$ cat src/rtl/div_unit.sv
// Iterative radix-2 restoring divider for MIPS DIV/DIVU.
// One quotient bit per cycle on operand magnitudes, with sign fix-up when the result is written.
module div_unit #(
    parameter int unsigned WIDTH = 32,
    parameter int unsigned CNT_W = 5
) (
    input  logic             clk,
    input  logic             rst,
    input  logic             start,
    input  logic             sign,
    input  logic [WIDTH-1:0] dividend,
    input  logic [WIDTH-1:0] divisor,
    output logic [WIDTH-1:0] q,
    output logic [WIDTH-1:0] r,
    output logic             busy,
    output logic             done
);

    typedef enum logic [1:0] {StIdle, StBusy, StDone} state_e;

    state_e             r_state;
    logic [CNT_W-1:0]   r_cnt;
    logic [WIDTH-1:0]   r_rem;
    logic [WIDTH-1:0]   r_quo;
    logic [WIDTH-1:0]   r_dmag;
    logic [WIDTH-1:0]   r_dvd_orig;
    logic               r_neg_q;
    logic               r_neg_r;
    logic               r_div_zero;

    logic [WIDTH-1:0]   w_dvd_mag;
    logic [WIDTH-1:0]   w_dsr_mag;
    logic [WIDTH:0]     w_rem_sh;
    logic               w_ge;
    logic [WIDTH-1:0]   w_diff;
    logic [WIDTH-1:0]   w_rem_nxt;
    logic [WIDTH-1:0]   w_quo_nxt;
    logic [WIDTH-1:0]   w_q_fix;
    logic [WIDTH-1:0]   w_r_fix;

    // Magnitudes are taken as unsigned, so |0x8000_0000| stays 0x8000_0000.
    assign w_dvd_mag = (sign && dividend[WIDTH-1]) ? (~dividend + 1'b1) : dividend;
    assign w_dsr_mag = (sign && divisor[WIDTH-1]) ? (~divisor + 1'b1) : divisor;

    // rem < divisor always holds, so the low WIDTH bits of the difference are exact when w_ge.
    assign w_rem_sh  = {r_rem, r_quo[WIDTH-1]};
    assign w_ge      = (w_rem_sh >= {1'b0, r_dmag});
    assign w_diff    = w_rem_sh[WIDTH-1:0] - r_dmag;
    assign w_rem_nxt = w_ge ? w_diff : w_rem_sh[WIDTH-1:0];
    assign w_quo_nxt = {r_quo[WIDTH-2:0], w_ge};

    assign w_q_fix = r_div_zero ? {WIDTH{1'b1}} :
                     (r_neg_q ? (~w_quo_nxt + 1'b1) : w_quo_nxt);
    assign w_r_fix = r_div_zero ? r_dvd_orig :
                     (r_neg_r ? (~w_rem_nxt + 1'b1) : w_rem_nxt);

    always_ff @(posedge clk) begin
        if (rst) begin
            r_state    <= StIdle;
            r_cnt      <= '0;
            r_rem      <= '0;
            r_quo      <= '0;
            r_dmag     <= '0;
            r_dvd_orig <= '0;
            r_neg_q    <= 1'b0;
            r_neg_r    <= 1'b0;
            r_div_zero <= 1'b0;
            q          <= '0;
            r          <= '0;
            busy       <= 1'b0;
            done       <= 1'b0;
        end else begin
            done <= 1'b0;
            case (r_state)
                StIdle, StDone: begin
                    if (start) begin
                        r_state    <= StBusy;
                        r_cnt      <= '0;
                        r_rem      <= '0;
                        r_quo      <= w_dvd_mag;
                        r_dmag     <= w_dsr_mag;
                        r_dvd_orig <= dividend;
                        r_neg_q    <= sign & (dividend[WIDTH-1] ^ divisor[WIDTH-1]);
                        r_neg_r    <= sign & dividend[WIDTH-1];
                        r_div_zero <= (divisor == '0);
                        busy       <= 1'b1;
                    end else begin
                        r_state <= StIdle;
                    end
                end
                StBusy: begin
                    r_rem <= w_rem_nxt;
                    r_quo <= w_quo_nxt;
                    r_cnt <= r_cnt + 1'b1;
                    if (r_cnt == CNT_W'(WIDTH - 1)) begin
                        r_state <= StDone;
                        busy    <= 1'b0;
                        done    <= 1'b1;
                        q       <= w_q_fix;
                        r       <= w_r_fix;
                    end
                end
                default: r_state <= StIdle;
            endcase
        end
    end

endmodule
$ cat config.mk
export PLATFORM = sky130hd
export DESIGN_NAME = div_unit
export DESIGN_NICKNAME = d
export VERILOG_FILES = /design/src/rtl/div_unit.sv
export SDC_FILE = /design/constraint.sdc
export NUM_CORES = 1
export LEC_CHECK = 0
export CAP_MARGIN = 20
export CORE_UTILIZATION = 25
export DETAILED_ROUTE_END_ITERATION = 12
export GPL_ROUTABILITY_DRIVEN = 0
export MAX_ROUTING_LAYER = met4
export PLACE_DENSITY_LB_ADDON = 0.15
export RECOVER_POWER = 25
export SYNTH_ARGS = -nofsm -noshare
export SYNTH_HDL_FRONTEND = slang
export SYNTH_SLANG_ARGS = --single-unit
$ cat constraint.sdc
create_clock -name clk -period 8.1 [get_ports clk]
set_clock_uncertainty 0.15 [all_clocks]
set_input_delay 1.215 -clock clk [delete_from_list [all_inputs] [get_ports clk]]
set_output_delay 1.215 -clock clk [all_outputs]
set_load 0.005 [all_outputs]
==> flow_metrics.env, run 1 <==
export IMPL_status="finished, violations left"
export IMPL_violations="max-capacitance violations, max-slew violations"
export IMPL_synth_xor_area_frac=0.09009
export IMPL_synth_area_per_cell_um2=7.563
export IMPL_worst_setup_path_type="input port to register"
export IMPL_grt_max_degree=123
export IMPL_via_per_inst=5.169
export IMPL_cts_num_sinks=204
export IMPL_cellLeakagePower_uw=0.005829
export IMPL_layout_setup_ws_ns=1.741
export IMPL_fmaxAchievable_mhz=157.3
export IMPL_postSynthNetCount=1791
export IMPL_ys_seq_area_frac=0.3207
export IMPL_setup_tns_ns=0
export IMPL_number_of_h_tree_levels=1
export IMPL_global_route_overflow_total=0
export IMPL_routed_via_count=12610
export IMPL_first_iter_violations=908
export IMPL_power_total_uw=5941
export IMPL_synth_main_ff_cell="dfxtp_1"
export IMPL_floorplan_initialDensity=0.2539
export IMPL_cts_hold_buf=0
export IMPL_synth_fa_ha_area_frac=0.03890
export IMPL_area_sequential_um2=4084
export IMPL_horizontal_die_dimension_um=227.7
export IMPL_ys_ff_latch=204
export IMPL_min_path_type="register to register"
export IMPL_die_area_um2=51850
export IMPL_root_buffer="clkbuf_16"
export IMPL_drive_gt1_frac=0.05317
export IMPL_synth_cell_types=75
export IMPL_hold_viol=0
export IMPL_synthMuxAreaShare=0.02240
export IMPL_route_detailed_wl_per_inst_um=19.74
export IMPL_drt_total_wl_um=48170
export IMPL_synthesis_yosys_warnings=0
export IMPL_antenna_violating_nets_post_route=0
export IMPL_synth_compound_area_frac=0.2548
export IMPL_remaining_max_slew_budget_at_the_tightest_pin=-1.650
export IMPL_top_level_ports=134
export IMPL_grt_met3_use=0.02000
export IMPL_area_growth_synth_to_final_pct=21.76
export IMPL_cts_tree="yes"
export IMPL_rows=82
export IMPL_antenna_found_initial=2
export IMPL_synthSimpleGateAreaFrac=0.2247
export IMPL_grt_first_pass_wirelength_um=74550
export IMPL_timing_critical_path_required_ns=8.40
export IMPL_nFillCells=5413
export IMPL_path_max_fanout=122
export IMPL_drv_max_cap_violation_count=2
export IMPL_maxSlewViolCount=208
export IMPL_worst_setup_path_start_kind="input port"
export IMPL_first_global_vias=12000
export IMPL_gr_max_usage_layer="met2"
export IMPL_post_cts_resized=0
export IMPL_coreArea_um2=50170
export IMPL_design_final_nets=1857
export IMPL_route_detailed_drc=0
export IMPL_cts_clk_slew_worst_paths_ns=0.06
export IMPL_diodes=0
export IMPL_cts_buffers=25
export IMPL_clock_latency_ns=0.56
export IMPL_grt_use_met1=0.2714
export IMPL_netlist_area_um2=12740
export IMPL_layout_worst_path_cycle_share=0.7850
export IMPL_multi_input_comb_area_um2=8064
export IMPL_setup_viol=0
export IMPL_critical_path_arrival_ns=6.66
export IMPL_synth_edff_count=0
export IMPL_die_h_um=227.7
export IMPL_ir_drop_mv=0.2140
export IMPL_power_per_cell_area_nw_per_um2=383.1
export IMPL_port_buffer_count=133
export IMPL_worst_pin_slew_ns=3.975
export IMPL_postCtsSetupRepairBufs=0
export IMPL_clock_path_buffers=3
export IMPL_synth_cells=1684
export IMPL_rsz0062_at_grt="false"
export IMPL_detailedRoute_firstPassIterationCount=7
export IMPL_met2_usage=0.2798
export IMPL_dpl_hpwl_um=36180
export IMPL_min_clock_period_post_route_ns=6.359
export IMPL_dominant_combinational_cell_family_by_area_after_synthesis="compound AO/OA/AOI/OAI gates"
export IMPL_asyncSetResetFlopFracSynth=0
export IMPL_critPathCaptureType="register"
export IMPL_grtUsageTotal=0.1878
export IMPL_dp_worst_slack_ns=1.958
## registers in the layout, summed over array words and instances, names as in the netlist
signal      cells
r              32
r_dvd_orig     32
r_div_zero      1
r_neg_r         1
r_state         2
r_neg_q         1
done            1
r_quo          32
q              32
r_dmag         32
busy            1
r_rem          32
r_cnt           5
## power by group
| group | internal (µW) | switching [µW] | total [µW] |
|---|---|---|---|
| combinational | 1210 | 2370 | 3580 |
| clock | 695 | 486 | 1180 |
| sequential | 1080 | 95.7 | 1180 |
| total | 2990 | 2950 | 5940 |
## cell type report
cell class	instances	area share
Multi-Input combinational cell	1320	0.5200
Sequential cell	204	0.2634
Timing Repair Buffer	148	0.09464
Tap cell	672	0.05422
Clock buffer	33	0.04680
Inverter	51	0.01251
Clock inverter	12	0.008472
## final timing paths
check / cells after the start / start / slack (ns) / to
min reg2reg: 2 / r_dvd_orig[31]$_SDFFE_PP0P_ / 0.30 / r_dvd_orig[31]$_SDFFE_PP0P_
max: 5 / rst / 1.74 / r[31]$_SDFFE_PP0P_
max reg2reg: 16 / r_rem[21]$_SDFFE_PP0P_ / 1.80 / r[26]$_SDFFE_PP0P_
min: 2 / r_dvd_orig[31]$_SDFFE_PP0P_ / 0.30 / r_dvd_orig[31]$_SDFFE_PP0P_
## routing by layer
layer	share of wire	routed length (µm)
met3	0.048	2331
met4	0.017	810
met1	0.50	24010
met5	0	0
met2	0.44	21010
## through the flow
stage | std cells | instance area [µm²] | utilization | hold WS [ns]
final | 2440 | 15510 | 0.3091 | 0.3042
after detailed placement | 2393 | 14610 | 0.2913 | 0.2945
after global routing | 2440 | 15510 | 0.3091 | 0.3226
after global placement | 2393 | 14610 | 0.2913 | 0.2938
after CTS | 2438 | 15470 | 0.3083 | 0.3030
after floorplan | 1684 | 12740 | - | 0.2812
## Yosys cell counts, types with 10 or more instances
library cell / n / area share
or4_1: 13 / 0.0077
o22ai_1: 14 / 0.0069
a31oi_1: 12 / 0.0059
a21oi_1: 157 / 0.062
a22oi_1: 43 / 0.025
inv_1: 50 / 0.015
xnor2_1: 62 / 0.043
nor3_1: 23 / 0.0090
a211oi_1: 55 / 0.032
nor2_1: 193 / 0.057
nand2b_1: 11 / 0.0054
mux2i_1: 24 / 0.019
xor2_1: 69 / 0.047
or3_1: 31 / 0.015
o41ai_1: 12 / 0.0083
dfxtp_1: 204 / 0.32
o21ai_0: 85 / 0.033
nor4_1: 17 / 0.0084
and3_1: 15 / 0.0074
nand3_1: 28 / 0.011
nor2b_1: 16 / 0.0079
nand2_1: 235 / 0.069
buf_1: 14 / 0.0041
nand4_1: 13 / 0.0064
a21o_1: 10 / 0.0059
a311oi_1: 21 / 0.014
o31ai_1: 22 / 0.013
ha_1: 38 / 0.037
clkbuf_1: 89 / 0.026
## cell usage in the layout, fill, tap and decap left out, types with 14 or more instances in the layout
cell,n
a22oi_1,43
nor2_1,191
inv_1,50
nor3_1,23
a211oi_1,55
xor2_1,69
dfxtp_1,204
o21ai_0,85
clkbuf_16,25
nor2b_1,14
or3_1,31
nand3_1,28
a21oi_1,157
o31ai_1,22
dlygate4sd3_1,55
nand2_1,235
mux2i_1,24
and3_1,15
o22ai_1,14
clkdlybuf4s50_1,77
xnor2_1,62
a311oi_1,21
nor4_1,17
ha_1,38
## cells by family after synthesis
logic type / count (synthesis)
and+or+nand+nor: 627
buffers and inverters: 160
xor gates and xnor gates: 131
DFF: 204
AOI/OAI and AO/OA: 495
adders and majority gates: 39
muxes: 28
## worst max-delay path: stages
cell and delay (ns):
clkbuf_2 1.89, clkbuf_1 2.89, a21oi_1 0.10, a221oi_1 0.39, nand2_1 0.09
Power figures use the tool's default switching activity.
==> run 2: changes to the inputs <==
==> constraint.sdc (replaced) <==
create_clock -name clk -period 5.6 [get_ports clk]
set_clock_uncertainty 0.15 [all_clocks]
set_input_delay 0.84 -clock clk [delete_from_list [all_inputs] [get_ports clk]]
set_output_delay 0.84 -clock clk [all_outputs]
set_load 0.005 [all_outputs]
==> run 2 against run 1 <==
The flow still finishes with violations (max-capacitance violations, max-slew violations); design area is 0.15% higher; setup slack worse by 1.4 ns; clock-buffer cell count is 4 higher; hold slack hardly changed; clock power is 47% higher; critical path depth is 12 higher; global-route usage is 0.084 points lower; first-iteration DRC count is 6.8% lower.
==> flow_metrics.env, run 2 (synthesis results as in run 1) <==
export IMPL_status="finished, violations left"
export IMPL_violations="max-capacitance violations, max-slew violations"
export IMPL_routed_via_count=12550
export IMPL_ff2ff_path_depth=17
export IMPL_critPathCaptureType="register"
export IMPL_power_per_cell_area_nw_per_um2=557.8
export IMPL_fmaxAchievable_mhz=190.2
export IMPL_clock_path_buffers=3
export IMPL_route_detailed_wl_per_inst_um=19.74
export IMPL_min_path_type="register to register"
export IMPL_global_route_overflow_total=0
export IMPL_timing_hold_worst_start="r_dvd_orig[25]$_SDFFE_PP0P_"
export IMPL_layout_worst_path_cycle_share=0.9387
export IMPL_cellLeakagePower_uw=0.005744
export IMPL_timing_critical_path_required_ns=5.91
export IMPL_grt_first_pass_wirelength_um=74350
export IMPL_path_max_fanout=6
export IMPL_drive_gt1_frac=0.05242
export IMPL_regToRegEndpoint="r[28]$_SDFFE_PP0P_"
export IMPL_r2r_start="r_rem[23]$_SDFFE_PP0P_"
export IMPL_area_growth_synth_to_final_pct=21.95
export IMPL_post_cts_resized=0
export IMPL_ir_drop_mv=0.4294
export IMPL_dpl_hpwl_um=36760
export IMPL_remaining_max_slew_budget_at_the_tightest_pin=-0.9058
export IMPL_cts_tree="yes"
export IMPL_min_delay_worst_endpoint="r_dvd_orig[25]$_SDFFE_PP0P_"
export IMPL_first_global_vias=12060
export IMPL_maxSlewViolCount=117
export IMPL_postCtsSetupRepairBufs=0
export IMPL_rows=82
export IMPL_dpl_cell_area_um2=14660
export IMPL_setup_tns_ns=0
export IMPL_layout_cell_area_non_filler_um2=15530
export IMPL_port_buffer_count=133
export IMPL_cts_hold_buf=0
export IMPL_cts_num_sinks=204
export IMPL_cts_clk_slew_worst_paths_ns=0.06
export IMPL_critical_path_arrival_ns=5.56
export IMPL_worstSetupStartpoint="r_rem[23]$_SDFFE_PP0P_"
export IMPL_route_detailed_drc=0
export IMPL_grtUsageTotal=0.1869
export IMPL_final_cell_mix="235 x nand2_1, 204 x dfxtp_1, 191 x nor2_1"
export IMPL_cts_buffers=26
export IMPL_clock_latency_ns=0.56
export IMPL_antenna_violating_nets_post_route=0
export IMPL_horizontal_die_dimension_um=227.7
export IMPL_detailedRoute_firstPassIterationCount=5
export IMPL_coreArea_um2=50170
export IMPL_power_total_uw=8664
export IMPL_drt_total_wl_um=48290
export IMPL_worst_pin_slew_ns=2.859
export IMPL_antenna_found_initial=1
export IMPL_top_level_ports=134
export IMPL_worst_setup_path_start_kind="register"
export IMPL_design_final_nets=1861
export IMPL_ff2ff_setup_slack_ns=0.34
export IMPL_first_iter_violations=846
export IMPL_die_area_um2=51850
export IMPL_number_of_h_tree_levels=1
export IMPL_die_h_um=227.7
export IMPL_setup_viol=0
export IMPL_final_common_cell="nand2_1"
export IMPL_final_core_util=0.3096
export IMPL_grt_max_degree=172
export IMPL_floorplan_initialDensity=0.2539
export IMPL_rsz0062_at_grt="false"
export IMPL_worst_setup_path_type="register to register"
export IMPL_hold_depth=2
export IMPL_hold_viol=0
export IMPL_root_buffer="clkbuf_16"
export IMPL_via_per_inst=5.129
export IMPL_drv_max_cap_violation_count=2
export IMPL_min_clock_period_post_route_ns=5.257
[run 2: changes by cell type in the layout (fill, tap and decap cells not counted), sizes merged]
cell / change
inv: -1
clkinv: +1
dlygate4sd3: -25
buf: +3
clkbuf: +4
clkdlybuf4s50: +25
diode: +1
clkinvlp: -1
[run 2: through the flow]
stage / cells / hold WS (ns) / setup slack, ns
finish: 2447 / 0.3044 / 0.3435
global route: 2446 / 0.3174 / 0.06437
CTS: 2445 / 0.3062 / 0.4108
detailed placement: 2397 / 0.2983 / 0.4249
global placement: 2397 / 0.2935 / 0.4242
floorplan: 1684 / 0.2812 / 0.4415
[run 2: how the worst max path moves through the flow]
stage               cells after the start  slack [ns]                  to
floorplan                              21        0.44  r[26]$_SDFFE_PP0P_
global placement                       17        0.42  r[24]$_SDFFE_PP0P_
detailed placement                     17        0.42  r[24]$_SDFFE_PP0P_
CTS                                    17        0.41  r[28]$_SDFFE_PP0P_
global route                           17        0.06  r[28]$_SDFFE_PP0P_
finish                                 17        0.34  r[28]$_SDFFE_PP0P_
[run 2: metal layers]
layer	wire (µm)	GRT usage
met1	24450	0.2672
met5	0	-
met4	810	0.03864
met2	20980	0.2801
met3	2058	0.02213
[run 2: layout make-up]
class / count / area [µm²]
Timing Repair Buffer: 151 / 1493
Clock inverter: 11 / 116.4
Tap cell: 672 / 840.8
Multi-Input combinational cell: 1320 / 8049
Clock buffer: 37 / 752.0
Inverter: 51 / 193.9
Antenna cell: 1 / 2.502
Sequential cell: 204 / 4084
Fill cell: 5417 / 34640
[run 2: critical path, stage by stage, from the launching register on]
cell and delay (ns):
dfxtp_1 0.36, ha_1 0.45, a21oi_1 0.30, o21ai_1 0.23, a221oi_1 0.40, a21oi_1 0.14
nor2_1 0.34, nand2_4 0.12, o21ai_0 0.43, ha_1 0.35, nand2_1 0.07, or4_1 0.53
a21oi_1 0.17, a311o_1 0.20, o21ai_0 0.24, o41ai_2 0.29, xnor2_1 0.14, a221oi_1 0.24
[run 2: power by group]
group / leakage (µW) / internal [µW] / switching (µW)
Clock: 0.000436 / 1020 / 701
Sequential: 0.00166 / 1560 / 137
Combinational: 0.00365 / 1830 / 3400
